<file path="config.mk">
export PLATFORM = sky130hd
export DESIGN_NAME = fetch_stage
export DESIGN_NICKNAME = d
export VERILOG_FILES = /design/src/rtl/mips_pkg.sv /design/src/rtl/if_id_reg.sv /design/src/rtl/fetch_stage.sv
export SDC_FILE = /design/constraint.sdc
export NUM_CORES = 1
export LEC_CHECK = 0
export ABC_AREA = 1
export BUFFER_PORTS_ARGS = -buffer_cell sky130_fd_sc_hd__buf_4
export CAP_MARGIN = 30
export CELL_PAD_IN_SITES_DETAIL_PLACEMENT = 0
export CELL_PAD_IN_SITES_GLOBAL_PLACEMENT = 2
export CORE_AREA = 2 2 163 165
export DETAILED_ROUTE_END_ITERATION = 6
export DIE_AREA = 0 0 165 167
export PLACE_DENSITY = 0.78
export SETUP_SLACK_MARGIN = 0.02
export SYNTH_ARGS = -nofsm -noshare
export SYNTH_HDL_FRONTEND = slang
export SYNTH_SLANG_ARGS = --single-unit
</file>
<file path="constraint.sdc">
create_clock -name clk -period 1.3 [get_ports clk]
set_input_delay 0.39 -clock clk [delete_from_list [all_inputs] [get_ports clk]]
set_output_delay 0.39 -clock clk [all_outputs]
set_load 0.02 [all_outputs]
</file>
<file path="src/rtl/mips_pkg.sv">
// Shared constants for the pipelined MIPS core front end.
package mips_pkg;

    localparam int unsigned PC_W       = 32;
    localparam logic [31:0] RESET_PC   = 32'h0000_0000;
    localparam logic [31:0] NOP_INSTR  = 32'h0000_0000;  // sll $0,$0,0
    localparam logic [31:0] ALIGN_MASK = 32'hFFFF_FFFC;

endpackage

</file>
<file path="src/rtl/if_id_reg.sv">
// Generic pipeline register: enable (hold when low), synchronous clear, async active-low reset.
module if_id_reg #(
    parameter int unsigned W       = 65,
    parameter logic [W-1:0] RST_VAL = '0
) (
    input  logic         clk,
    input  logic         rst_n,
    input  logic         en_i,
    input  logic         clr_i,
    input  logic [W-1:0] d_i,
    output logic [W-1:0] q_o
);

    logic [W-1:0] data_q;

    // NOTE: sequential state uses <= so every register samples pre-edge values.
    always_ff @(posedge clk or negedge rst_n) begin
        if (!rst_n) begin
            data_q <= RST_VAL;
        end else if (en_i) begin
            data_q <= clr_i ? RST_VAL : d_i;
        end
    end

    assign q_o = data_q;

endmodule

</file>
<file path="src/rtl/fetch_stage.sv">
// Instruction fetch: PC register, next-PC select, IF/ID register and stall/flush counters.
module fetch_stage
    import mips_pkg::*;
#(
    parameter int unsigned      PC_W      = mips_pkg::PC_W,
    parameter logic [PC_W-1:0]  RESET_PC  = mips_pkg::RESET_PC[PC_W-1:0],
    parameter logic [PC_W-1:0]  NOP_INSTR = mips_pkg::NOP_INSTR[PC_W-1:0],
    parameter int unsigned      CNT_W     = 16
) (
    input  logic             clk,
    input  logic             rst_n,
    input  logic             H_stall_F,
    input  logic             H_stall_D,
    input  logic             PCSrc_D,
    input  logic             Jump_D,
    input  logic [PC_W-1:0]  PCBranch_D,
    input  logic [PC_W-1:0]  PCJump_D,
    input  logic [PC_W-1:0]  instr_F,
    output logic [PC_W-1:0]  PC_F,
    output logic [PC_W-1:0]  instr_D,
    output logic [PC_W-1:0]  PCPlus4_D,
    output logic             valid_D,
    output logic [CNT_W-1:0] stall_cnt,
    output logic [CNT_W-1:0] flush_cnt
);

    localparam logic [PC_W-1:0] MASK    = PC_W'(ALIGN_MASK);
    localparam int unsigned     IF_ID_W = 2 * PC_W + 1;

    logic [PC_W-1:0]  pc_q, pc_d;
    logic [PC_W-1:0]  pc_plus4_f;
    logic [CNT_W-1:0] stall_cnt_q, stall_cnt_d;
    logic [CNT_W-1:0] flush_cnt_q, flush_cnt_d;
    logic             flush;
    logic [IF_ID_W-1:0] if_id_d, if_id_q;

    assign pc_plus4_f = pc_q + PC_W'(4);
    assign flush      = (PCSrc_D | Jump_D) & ~H_stall_D;

    // NOTE: every always_comb output gets a default first so no latch is inferred.
    always_comb begin
        pc_d = pc_q;
        if (!H_stall_F) begin
            if (Jump_D)       pc_d = PCJump_D & MASK;
            else if (PCSrc_D) pc_d = PCBranch_D & MASK;
            else              pc_d = pc_plus4_f;
        end
    end

    // Counters stick at all-ones rather than wrapping.
    always_comb begin
        stall_cnt_d = stall_cnt_q;
        flush_cnt_d = flush_cnt_q;
        if (H_stall_F && stall_cnt_q != '1) stall_cnt_d = stall_cnt_q + CNT_W'(1);
        if (flush && flush_cnt_q != '1)     flush_cnt_d = flush_cnt_q + CNT_W'(1);
    end

    always_ff @(posedge clk or negedge rst_n) begin
        if (!rst_n) begin
            pc_q        <= RESET_PC & MASK;
            stall_cnt_q <= '0;
            flush_cnt_q <= '0;
        end else begin
            pc_q        <= pc_d;
            stall_cnt_q <= stall_cnt_d;
            flush_cnt_q <= flush_cnt_d;
        end
    end

    assign if_id_d = {instr_F, pc_plus4_f, 1'b1};

    // Holding the register (H_stall_D) takes priority over the flush clear.
    if_id_reg #(
        .W       (IF_ID_W),
        .RST_VAL ({NOP_INSTR, {PC_W{1'b0}}, 1'b0})
    ) u_if_id (
        .clk   (clk),
        .rst_n (rst_n),
        .en_i  (~H_stall_D),
        .clr_i (flush),
        .d_i   (if_id_d),
        .q_o   (if_id_q)
    );

    assign PC_F      = pc_q;
    assign instr_D   = if_id_q[IF_ID_W-1 -: PC_W];
    assign PCPlus4_D = if_id_q[PC_W:1];
    assign valid_D   = if_id_q[0];
    assign stall_cnt = stall_cnt_q;
    assign flush_cnt = flush_cnt_q;

endmodule
</file>
-- After elaboration in Yosys (flattened, before gate mapping)
Cells that the tools add are included.
- bitwise gates (word level): 3
- $add $sub $neg: 3
- mux-type cells: 3
- reductions and logical operators: 2
- equality and inequality tests: 2
- operators with widths (operator ; number):
    $mux 65 ; 1
    $mux 32 ; 2
    $add 16x1->16 const B ; 2
    $add 32x3->32 const B ; 1
    $ne 16x16->1 const B ; 2
    $logic_and 1x1->1 ; 2
    $and 1x1->1 ; 1
    $not 1->1 ; 1
    $or 1x1->1 ; 1
- output and inout port bits: 129
- bits in registers: 129
- word-level logic and storage cells: 17
- input port bits: 102

-- Longest topological paths before layout
Gate-level depths: netlist of the first run.
- depth in word-level cells: 3
- mapped depth: 10
- depth with buffers taken out: 10

-- By module
From an unflattened synthesis of the first run, not the netlist that was laid out.
- cells, all modules: 932
- area total of the unflattened synthesis: 7004.2 µm²
- by module, submodules not included (module ; cells each ; area an instance (µm²) ; times used ; sequential area each (µm²)):
    fetch_stage ; 649 ; 4383.0 ; 1 ; 1551.5
    if_id_reg ; 283 ; 2621.3 ; 1 ; 1626.6

-- Least setup slack after synthesis of the first run
Ideal clock, no wire load.
- path kind: flip-flop to flip-flop
- from: register flush_cnt_q[0], in the netlist flush_cnt[0]
- to: register flush_cnt_q[10], in the netlist flush_cnt[10]
- period minus slack after synthesis: 1629 ps
- arrival time: 1512 ps
- stages on the path, launching flop included: 11
- path slack: -329 ps
- buffers on the path: 0
- library setup time: 117 ps
- required time: 1183 ps
- cells stage by stage: dfrtp_1 > ha_1 > nand3_1 > nor2_1 > nand3_1 > nand2_4 > nor2_1 > nand2_1 > nand2_1 > inv_1 > nor2_1
- cells in the longest elaborated chain, start to end: 2
- elaborated cells on any way between the ends: 3
- those cells by class: 1 x add/sub; 1 x eq/ne; 1 x reduce/logical
- ends and longest elaborated chain (element ; line ; RTL):
    from (decl) ; fetch_stage.sv:33 ; logic [CNT_W-1:0] flush_cnt_q, flush_cnt_d;
    from (signal assigned) ; fetch_stage.sv:66 ; flush_cnt_q <= flush_cnt_d;
    branches (longest 2 deep; another with $add 16x1->16) ; n/a ;
Several ways; the timed one is not identified.
A chain may end at the register's enable or synchronous reset.

-- Worst setup path after layout of the first run
- from: register pc_q[3], in the netlist PC_F[3]
- to: register pc_q[30], in the netlist PC_F[30]
- cells in the longest elaborated chain, start to end: 3
- ends and longest elaborated chain (element ; line ; RTL):
    from (decl) ; fetch_stage.sv:30 ; logic [PC_W-1:0] pc_q, pc_d;
    from (signal assigned) ; fetch_stage.sv:60 ; pc_q <= RESET_PC & MASK;
    from (signal assigned) ; fetch_stage.sv:64 ; pc_q <= pc_d;
    $add 32x3->32 ; fetch_stage.sv:37 ; assign pc_plus4_f = pc_q + PC_W'(4);
    $mux 32 ; fetch_stage.sv:45 ; else if (PCSrc_D) pc_d = PCBranch_D & MASK;
    $mux 32 ; fetch_stage.sv:44 ; if (Jump_D) pc_d = PCJump_D & MASK;
Every way passes these cells.

==> metrics.csv, run 1 <==
metric,value,unit
status,"complete, but fails checks",
failing checks,negative setup slack,
Post-Synthesis Cells,798,
final-stage net count,1388,
first-pass GRT wire length,41000,um
Buf/Inv on CP,0,
Overflow after GRT,0,
Syn-to-layout area delta,99.1,%
CTS root buf,clkbuf_16,
post-layout util,0.513,
critical path startpoint category,flop,
Final Max Slew Viols,0,
I/O Buffers,224,
Skew-Pair Late Insertion Delay,0.43,ns
TritonCTS clock tree,yes,
Num CTS Buffers,17,
Post-route DRC,0,
cell family with most CP delay,simple AND/OR/NAND/NOR gates,
"Top FF cell, synth",dfrtp_1,
iteration-0 DRC count of the detailed router,253,
Placer Congestion,0.816,
Max stage delay on crit path,0.43,ns
VDD IR max,0.985,mV
DRT Pass-1 Iters,4,
"flops & latches, synth",126,
Worst Path Required,1.64,ns
"antenna viol nets, final",0,
Post-Route WL,27200,um
vias in the first global route,7521,
Setup WS post-layout,-0.299,ns
period utilization,1.23,
drt via density,4.54,
core box area,25800,um^2
Final HPWL DP,18800,um
Initial Utilization,0.258,
"Critical Path, Cell by Cell",ha_4 > nand2_4 > nor2_4 > nand2_4 > nor2_4 > nand3_1 > nand3_1 > nand2_1 > a21oi_1,
initial antenna violation count,3,
count of cell types in the netlist,42,
Setup CP Type,reg -> reg,
Clock Pin Slew Worst Setup and Hold Paths,0.06,ns
clk sink count,126,
H-tree depth,4,
syn_area_per_cell,8.31,um^2
Post-synth top cells,"nand2_1 (174), dfrtp_1 (126), nor2_1 (119), inv_1 (56), a21oi_1 (55)",
largest net degree at the start of global routing,51,
final non-filler cell total,1633,
Placed Instances,1465,
CP endpoint kind,flop,
dpl ws,-0.211,ns
Bufs on Longest Clock Path,2,
IO Pins,231,
leading area contributor after synthesis,dfrtp_1,
Rows,59,
# setup viols final,213,
Final min period,1.60,ns
die area,27600,um^2
Max Freq,625,MHz
Total GRT Usage,0.194,
Worst EP arrival,1.94,ns
Die H,167,um
maximum fanout along the worst path,6,
RSZ-0062 raised after global routing,yes,
leak pwr,6.45,nW
final hold viol count,0,
Netlist Area Pre-Place,6640,um^2
Max-cap violations,0,
Max Clock Skew,0.0143,ns
via count,7409,
part of the Yosys area used for sequential elements,0.475,
wire length per cell,16.7,um
Post-Route Setup TNS,-29.37,ns
die width,165,um
total power,17.2,mW
"top cells by area, synth","dfrtp_1 (48%), nand2_1 (9.8%), nor2_1 (6.7%)",
Synth Warn #,0,
Pwr Density,1310,nW/um^2
fraction of registers with async set/reset,1.00,
Hold WC Path Type,in -> reg,
Synth top area share,0.475,
Post-synth EDFFs,0,
layout cell share with drive strength beyond 1,0.590,
Critical Path Slowest Stage Cell,dfrtp_2,
"count leader, synth",nand2_1,
==> worst paths after layout <==
path,from,endpoint,slack [ns],cells after the start
hold reg to reg,u_if_id.q_o[22]$_DFFE_PN0N_,u_if_id.q_o[22]$_DFFE_PN0N_,0.51,1
min in group asynchronous,rst_n,u_if_id.q_o[0]$_DFFE_PN0N_,0.40,2
setup / recovery,PC_F[3]$_DFFE_PN0N_,PC_F[30]$_DFFE_PN0N_,-0.30,9
setup reg to reg,PC_F[3]$_DFFE_PN0N_,PC_F[30]$_DFFE_PN0N_,-0.30,9
max in group asynchronous,rst_n,stall_cnt[2]$_DFFE_PN0P_,0.38,3
hold / removal,instr_F[28],u_if_id.q_o[61]$_DFFE_PN0N_,0.18,2
==> power breakdown <==
| part | internal [mW] | switching [mW] |
|---|---|---|
| Clock | 2.80 | 1.95 |
| Sequential | 4.54 | 0.557 |
| Combinational | 4.03 | 3.38 |
| Total | 11.4 | 5.88 |
==> repair_timing <==
| action | 4_1_cts | 5_1_grt |
|---|---|---|
| gates resized for setup | 309 | 117 |
| gates cloned | 1 | 0 |
| pin swaps | 52 | 72 |
| setup endpoints to repair | 213 | 215 |
| buffers inserted | 91 | 48 |
| hold buffers | 1 | 0 |
| hold endpoints to repair | 15 | 0 |
==> cells in the final DEF (no fill, tap or decap), types with 14 or more instances in the layout <==
master	Yosys	layout
a21o_1	14	14
a21oi_1	55	35
a21oi_2	2	21
a22o_1	46	46
buf_4	10	272
buf_6	1	214
clkbuf_16	0	17
dfrtp_1	126	95
dfrtp_2	0	31
inv_1	56	55
nand2_1	174	104
nand2_2	1	55
nand2_4	3	18
nand3_1	45	27
nor2_1	119	91
nor2_4	6	30
xor2_1	26	19
==> registers in the layout, summed over array words and instances, names as in the netlist <==
name,flops
u_if_id.q_o,64
flush_cnt,16
PC_F,30
stall_cnt,16
==> logic make-up (layout without fill, tap and decap cells) <==
logic type	count (synthesis)	count (layout)	synth area share
AOI/OAI and AO/OA	162	162	0.161
adders and majority gates	3	3	0.00566
and+or+nand+nor	376	376	0.249
buffers and inverters	96	593	0.0635
other	1	4	0.000565
xor gates and xnor gates	34	34	0.0449
DFF	126	126	0.475
==> final cells by class <==
class | count | area (um^2)
sequential | 126 | 3190
inverter | 61 | 256
clock inverter | 11 | 109
timing repair buffer | 499 | 4700
timing repair inverter | 1 | 11.3
multi-input combinational | 577 | 4040
fill | 2433 | 12600
clock buffer | 21 | 470
tap | 335 | 419
antenna | 2 | 5.00
==> layer usage <==
layer | GRT usage | routed length (um) | vias up
li1 | - | - | 3614
met1 | 0.245 | 11300 | 3582
met2 | 0.324 | 13700 | 177
met3 | 0.0540 | 1740 | 32
met4 | 0.0518 | 415 | 4
met5 | 0 | 33 | -
==> per-stage QoR <==
step                area (um^2)  hold slack, ns
CTS                       12400           0.164
detailed placement         9980           0.277
floorplan                  6910          0.0944
global placement           9980           0.279
global route              13200           0.170
finish                    13200           0.176
Power figures use the tool's default switching activity.
==> inputs of run 2 (changes only) <==
PLACE_DENSITY = unset   (was 0.78)
PLACE_DENSITY_LB_ADDON = 0.1   (was unset)
==> metrics.csv, run 2 (synthesized netlist as in run 1, its figures left out) <==
metric,value,unit
status,"complete, but fails checks",
failing checks,negative setup slack,
Syn-to-layout area delta,103,%
largest net degree at the start of global routing,45,
Post-Route WL,27500,um
vias in the first global route,7485,
IO Pins,231,
Worst Path Required,0.91,ns
period utilization,1.26,
via count,7360,
Pwr Density,1270,nW/um^2
final hold viol count,0,
Net Sw Frac,0.343,
post-layout util,0.523,
maximum fanout along the worst path,3,
"leading cell types in the layout, fill and taps excluded","buf_4 (273), buf_6 (220), dfrtp_1 (95), nand2_1 (94), nor2_1 (86)",
Largest register FFs,64,
CP endpoint kind,output pin,
Pint,11.2,mW
VDD IR max,1.06,mV
Max Freq,610,MHz
core box area,25800,um^2
Max-cap violations,0,
dpl ws,-0.242,ns
wire length per cell,16.7,um
Die H,167,um
iteration-0 DRC count of the detailed router,261,
Worst Reg-to-Reg Cells,9,
Max Clock Skew,0.0136,ns
ANT cells,0,
Final min period,1.64,ns
die area,27600,um^2
Worst EP arrival,1.25,ns
worst hold path cell count,2,
Rows,59,
DRT Pass-1 Iters,4,
clk sink count,126,
# fillers,2437,
combinational power share,0.426,
Overflow after GRT,0,
Setup CP Type,reg -> out,
final hold slack,0.180,ns
NetSw,5.85,mW
Hold WC Path Type,in -> reg,
die width,165,um
power share of the clock group,0.275,
Final HPWL DP,19400,um
Placer Congestion,0.802,
first-pass GRT wire length,42200,um
layout cell share with drive strength beyond 1,0.609,
Seq pwr share,0.299,
# setup viols final,215,
CTS root buf,clkbuf_16,
Skew-Pair Late Insertion Delay,0.42,ns
I/O Buffers,224,
RSZ-0062 raised after global routing,yes,
Num CTS Buffers,17,
Clock Pin Slew Worst Setup and Hold Paths,0.07,ns
leak pwr,6.59,nW
final-stage net count,1403,
"antenna viol nets, final",0,
drt via density,4.47,
critical path startpoint category,flop,
Bufs on Longest Clock Path,2,
Total GRT Usage,0.200,
initial antenna violation count,0,
Setup WS post-layout,-0.340,ns
"commonest non-fill, non-tap cell in the layout",buf_4,
Initial Utilization,0.258,
TritonCTS clock tree,yes,
H-tree depth,4,
Final Max Slew Viols,0,
Post-route DRC,0,
-- run 2: cell types whose count changed in the layout (fill, tap and decap cells not counted), sizes merged --
cell	delta
clkbuf	-2
clkinvlp	-3
diode	-2
clkinv	+4
buf	+15
inv	+1
-- run 2: area by class of cell --
class	instances	area, um^2	area share
tap	335	419	0.0311
timing repair inverter	1	8.76	0.000650
sequential	126	3190	0.237
multi-input combinational	577	4100	0.305
timing repair buffer	514	4940	0.367
clock buffer	19	443	0.0329
inverter	61	251	0.0187
clock inverter	13	115	0.00855
-- run 2: final timing paths --
kind                                             start                     endpoint  slack, ns
hold reg to reg            u_if_id.q_o[30]$_DFFE_PN0N_  u_if_id.q_o[30]$_DFFE_PN0N_       0.51
hold / removal                             instr_F[29]  u_if_id.q_o[62]$_DFFE_PN0N_       0.18
max in group asynchronous                        rst_n     flush_cnt[4]$_DFFE_PN0P_       0.32
min in group asynchronous                        rst_n  u_if_id.q_o[32]$_DFFE_PN0N_       0.45
setup / recovery                   PC_F[3]$_DFFE_PN0N_                      PC_F[3]      -0.34
setup reg to reg                   PC_F[3]$_DFFE_PN0N_  u_if_id.q_o[27]$_DFFE_PN0N_      -0.31
-- run 2: critical path, cell delays in order, from the launching register on --
cell     delay (ns)
dfrtp_2        0.45
buf_4          0.15
buf_6          0.11
buf_6          0.12
-- run 2: metal layers --
metal  track usage  wire, um  up-vias
met3        0.0438      1360       15
li1              -         -     3635
met2         0.339     13900      160
met4        0.0408       245        0
met1         0.262     11900     3550
met5             0         0        -
-- run 2: stage by stage --
step / total power [mW] / cells / cell area, um^2 / setup TNS (ns)
floorplan: 7.37 / 799 / 6910 / -7.83
global placement: 10.0 / 1475 / 10100 / -16.39
detailed placement: 10.0 / 1475 / 10100 / -17.84
CTS: 16.8 / 1603 / 12800 / -28.77
global route: 18.0 / 1646 / 13500 / -39.45
finish: 17.0 / 1646 / 13500 / -27.19
-- run 2: repair_timing --
action                     4_1_cts  5_1_grt
gates cloned                     1        0
gates resized for setup        359       97
pin swaps                       75       79
hold buffers                     1        0
setup buffers                   94       51
hold endpoints to repair        21        0
setup endpoints to repair      213      215
-- run 2: power by group through the flow --
stage                     combinational (mW)  clock (mW)  sequential, mW
after global routing                    7.78        5.00            5.18
after detailed placement                4.97           0            5.08
after global placement                  4.96           0            5.08
after floorplan                         1.48           0            5.89
final                                   7.26        4.68            5.10
after CTS                               6.90        4.82            5.08
==> inputs of run 3 (changes only) <==
MAX_ROUTING_LAYER = met4   (was unset)
RECOVER_POWER = 50   (was unset)
==> metrics.csv, run 3 (synthesized netlist as in run 1, its figures left out) <==
metric,value,unit
Worst EP arrival,1.25,ns
area occupied by registers,3190,um^2
Syn-to-layout area delta,102,%
iteration-0 DRC count of the detailed router,258,
CP most frequent cell,buf_6,
"leading cell types in the layout, fill and taps excluded","buf_4 (270), buf_6 (220), dfrtp_1 (95), nand2_1 (94), nor2_1 (86)",
failing checks,negative setup slack,
core box area,25800,um^2
Skew-Pair Late Insertion Delay,0.42,ns
placement-stage cell area,10100,um^2
reg2reg setup slack,-0.31,ns
"Critical Path, Cell by Cell",buf_4 > buf_6 > buf_6,
Post-Route Setup TNS,-27.98,ns
Clock Pin Slew Worst Setup and Hold Paths,0.06,ns
final-stage net count,1403,
Total GRT Usage,0.206,
CTS root buf,clkbuf_16,
clk sink count,126,
Multi-input gate area,4090,um^2
wire length per cell,16.6,um
Placed Instances,1475,
Initial Utilization,0.258,
VDD IR max,1.07,mV
slew margin rel.,0.652,
final hold slack,0.177,ns
total power,17.0,mW
FF-to-FF End,u_if_id.q_o[27]$_DFFE_PN0N_,
launch point of the worst reg-to-reg path,PC_F[3]$_DFFE_PN0N_,
Num CTS Buffers,17,
DRT Pass-1 Iters,4,
leak pwr,6.57,nW
Max Freq,610,MHz
die area,27600,um^2
# setup viols final,239,
maximum fanout along the worst path,3,
Worst Reg-to-Reg Cells,9,
drt via density,4.46,
power share of the clock group,0.275,
CP endpoint kind,output pin,
vias in the first global route,7494,
die width,165,um
TritonCTS clock tree,yes,
Setup CP Type,reg -> out,
Critical Path Slowest Stage Cell,dfrtp_2,
Worst Path Required,0.91,ns
Post-route DRC,0,
dpl ws,-0.242,ns
final non-filler cell total,1646,
Pint,11.2,mW
Slew @ Worst Pin,0.523,ns
IO Pins,231,
NetSw,5.84,mW
ANT cells,0,
Max Clock Skew,0.0136,ns
Bufs on Longest Clock Path,2,
Final HPWL DP,19400,um
Post-Route WL,27400,um
Pwr Density,1270,nW/um^2
I/O Buffers,224,
Placer Congestion,0.814,
Die H,167,um
layout cell share with drive strength beyond 1,0.608,
Net Sw Frac,0.343,
via count,7339,
first-pass GRT wire length,42100,um
initial antenna violation count,0,
final hold viol count,0,
# fillers,2448,
H-tree depth,4,
Final Max Slew Viols,0,
"Design Area, Final",13400,um^2
Max stage delay on crit path,0.45,ns
Rows,59,
status,"complete, but fails checks",
Overflow after GRT,0,
crit path from,PC_F[3]$_DFFE_PN0N_,
Largest register FFs,64,
Max-cap violations,0,
Setup WS post-layout,-0.340,ns
Hold WC Path Type,in -> reg,
Worst setup endpoint,PC_F[3],
largest net degree at the start of global routing,45,
"commonest non-fill, non-tap cell in the layout",buf_4,
combinational power share,0.425,
RSZ-0062 raised after global routing,yes,
post-layout util,0.520,
"antenna viol nets, final",0,
Final min period,1.64,ns
Seq pwr share,0.300,
critical path startpoint category,flop,
period utilization,1.26,
run 3: layout make-up:
class / count / area share
multi-input combinational: 577 / 0.305
clock buffer: 19 / 0.0330
timing repair buffer: 514 / 0.364
tap: 335 / 0.0313
clock inverter: 13 / 0.00859
inverter: 61 / 0.0188
sequential: 126 / 0.238
timing repair inverter: 1 / 0.000653
run 3: repair_timing:
| action | CTS | global route |
|---|---|---|
| setup endpoints to repair | 213 | 215 |
| hold buffers | 1 | 0 |
| endpoints found under the hold margin | 21 | 0 |
| pin swaps | 75 | 79 |
| gates resized for setup | 359 | 97 |
| cloned | 1 | 0 |
| buffers inserted | 94 | 51 |
run 3: power groups by stage:
stage	sequential [mW]	clock, mW	combinational (mW)
floorplan	5.89	0	1.48
CTS	5.08	4.82	6.90
finish	5.10	4.68	7.23
global route	5.17	4.99	7.75
detailed placement	5.08	0	4.97
global placement	5.08	0	4.96
run 3: worst min-delay path by stage:
stage / startpoint / end / slack, ns / cells past startpoint
final: instr_F[18] / u_if_id.q_o[51]$_DFFE_PN0N_ / 0.18 / 2
after global routing: instr_F[20] / u_if_id.q_o[53]$_DFFE_PN0N_ / 0.16 / 2
after CTS: instr_F[19] / u_if_id.q_o[52]$_DFFE_PN0N_ / 0.16 / 2
after detailed placement: rst_n / u_if_id.q_o[32]$_DFFE_PN0N_ / 0.32 / 1
after global placement: rst_n / u_if_id.q_o[26]$_DFFE_PN0N_ / 0.32 / 1
after floorplan: rst_n / PC_F[10]$_DFFE_PN0N_ / 0.09 / 0
run 3: layer usage:
metal / vias to the layer above / track usage / part of all wire
li1: 3638 / - / -
met1: 3538 / 0.262 / 0.44
met2: 150 / 0.339 / 0.51
met3: 13 / 0.0436 / 0.047
met4: 0 / 0.0408 / 0.0091
met5: - / - / 0
run 3: critical path, delay by kind of cell (launching register included):
kind	cells	cell delay [ns]
flops	1	0.45
buf+inv	3	0.38
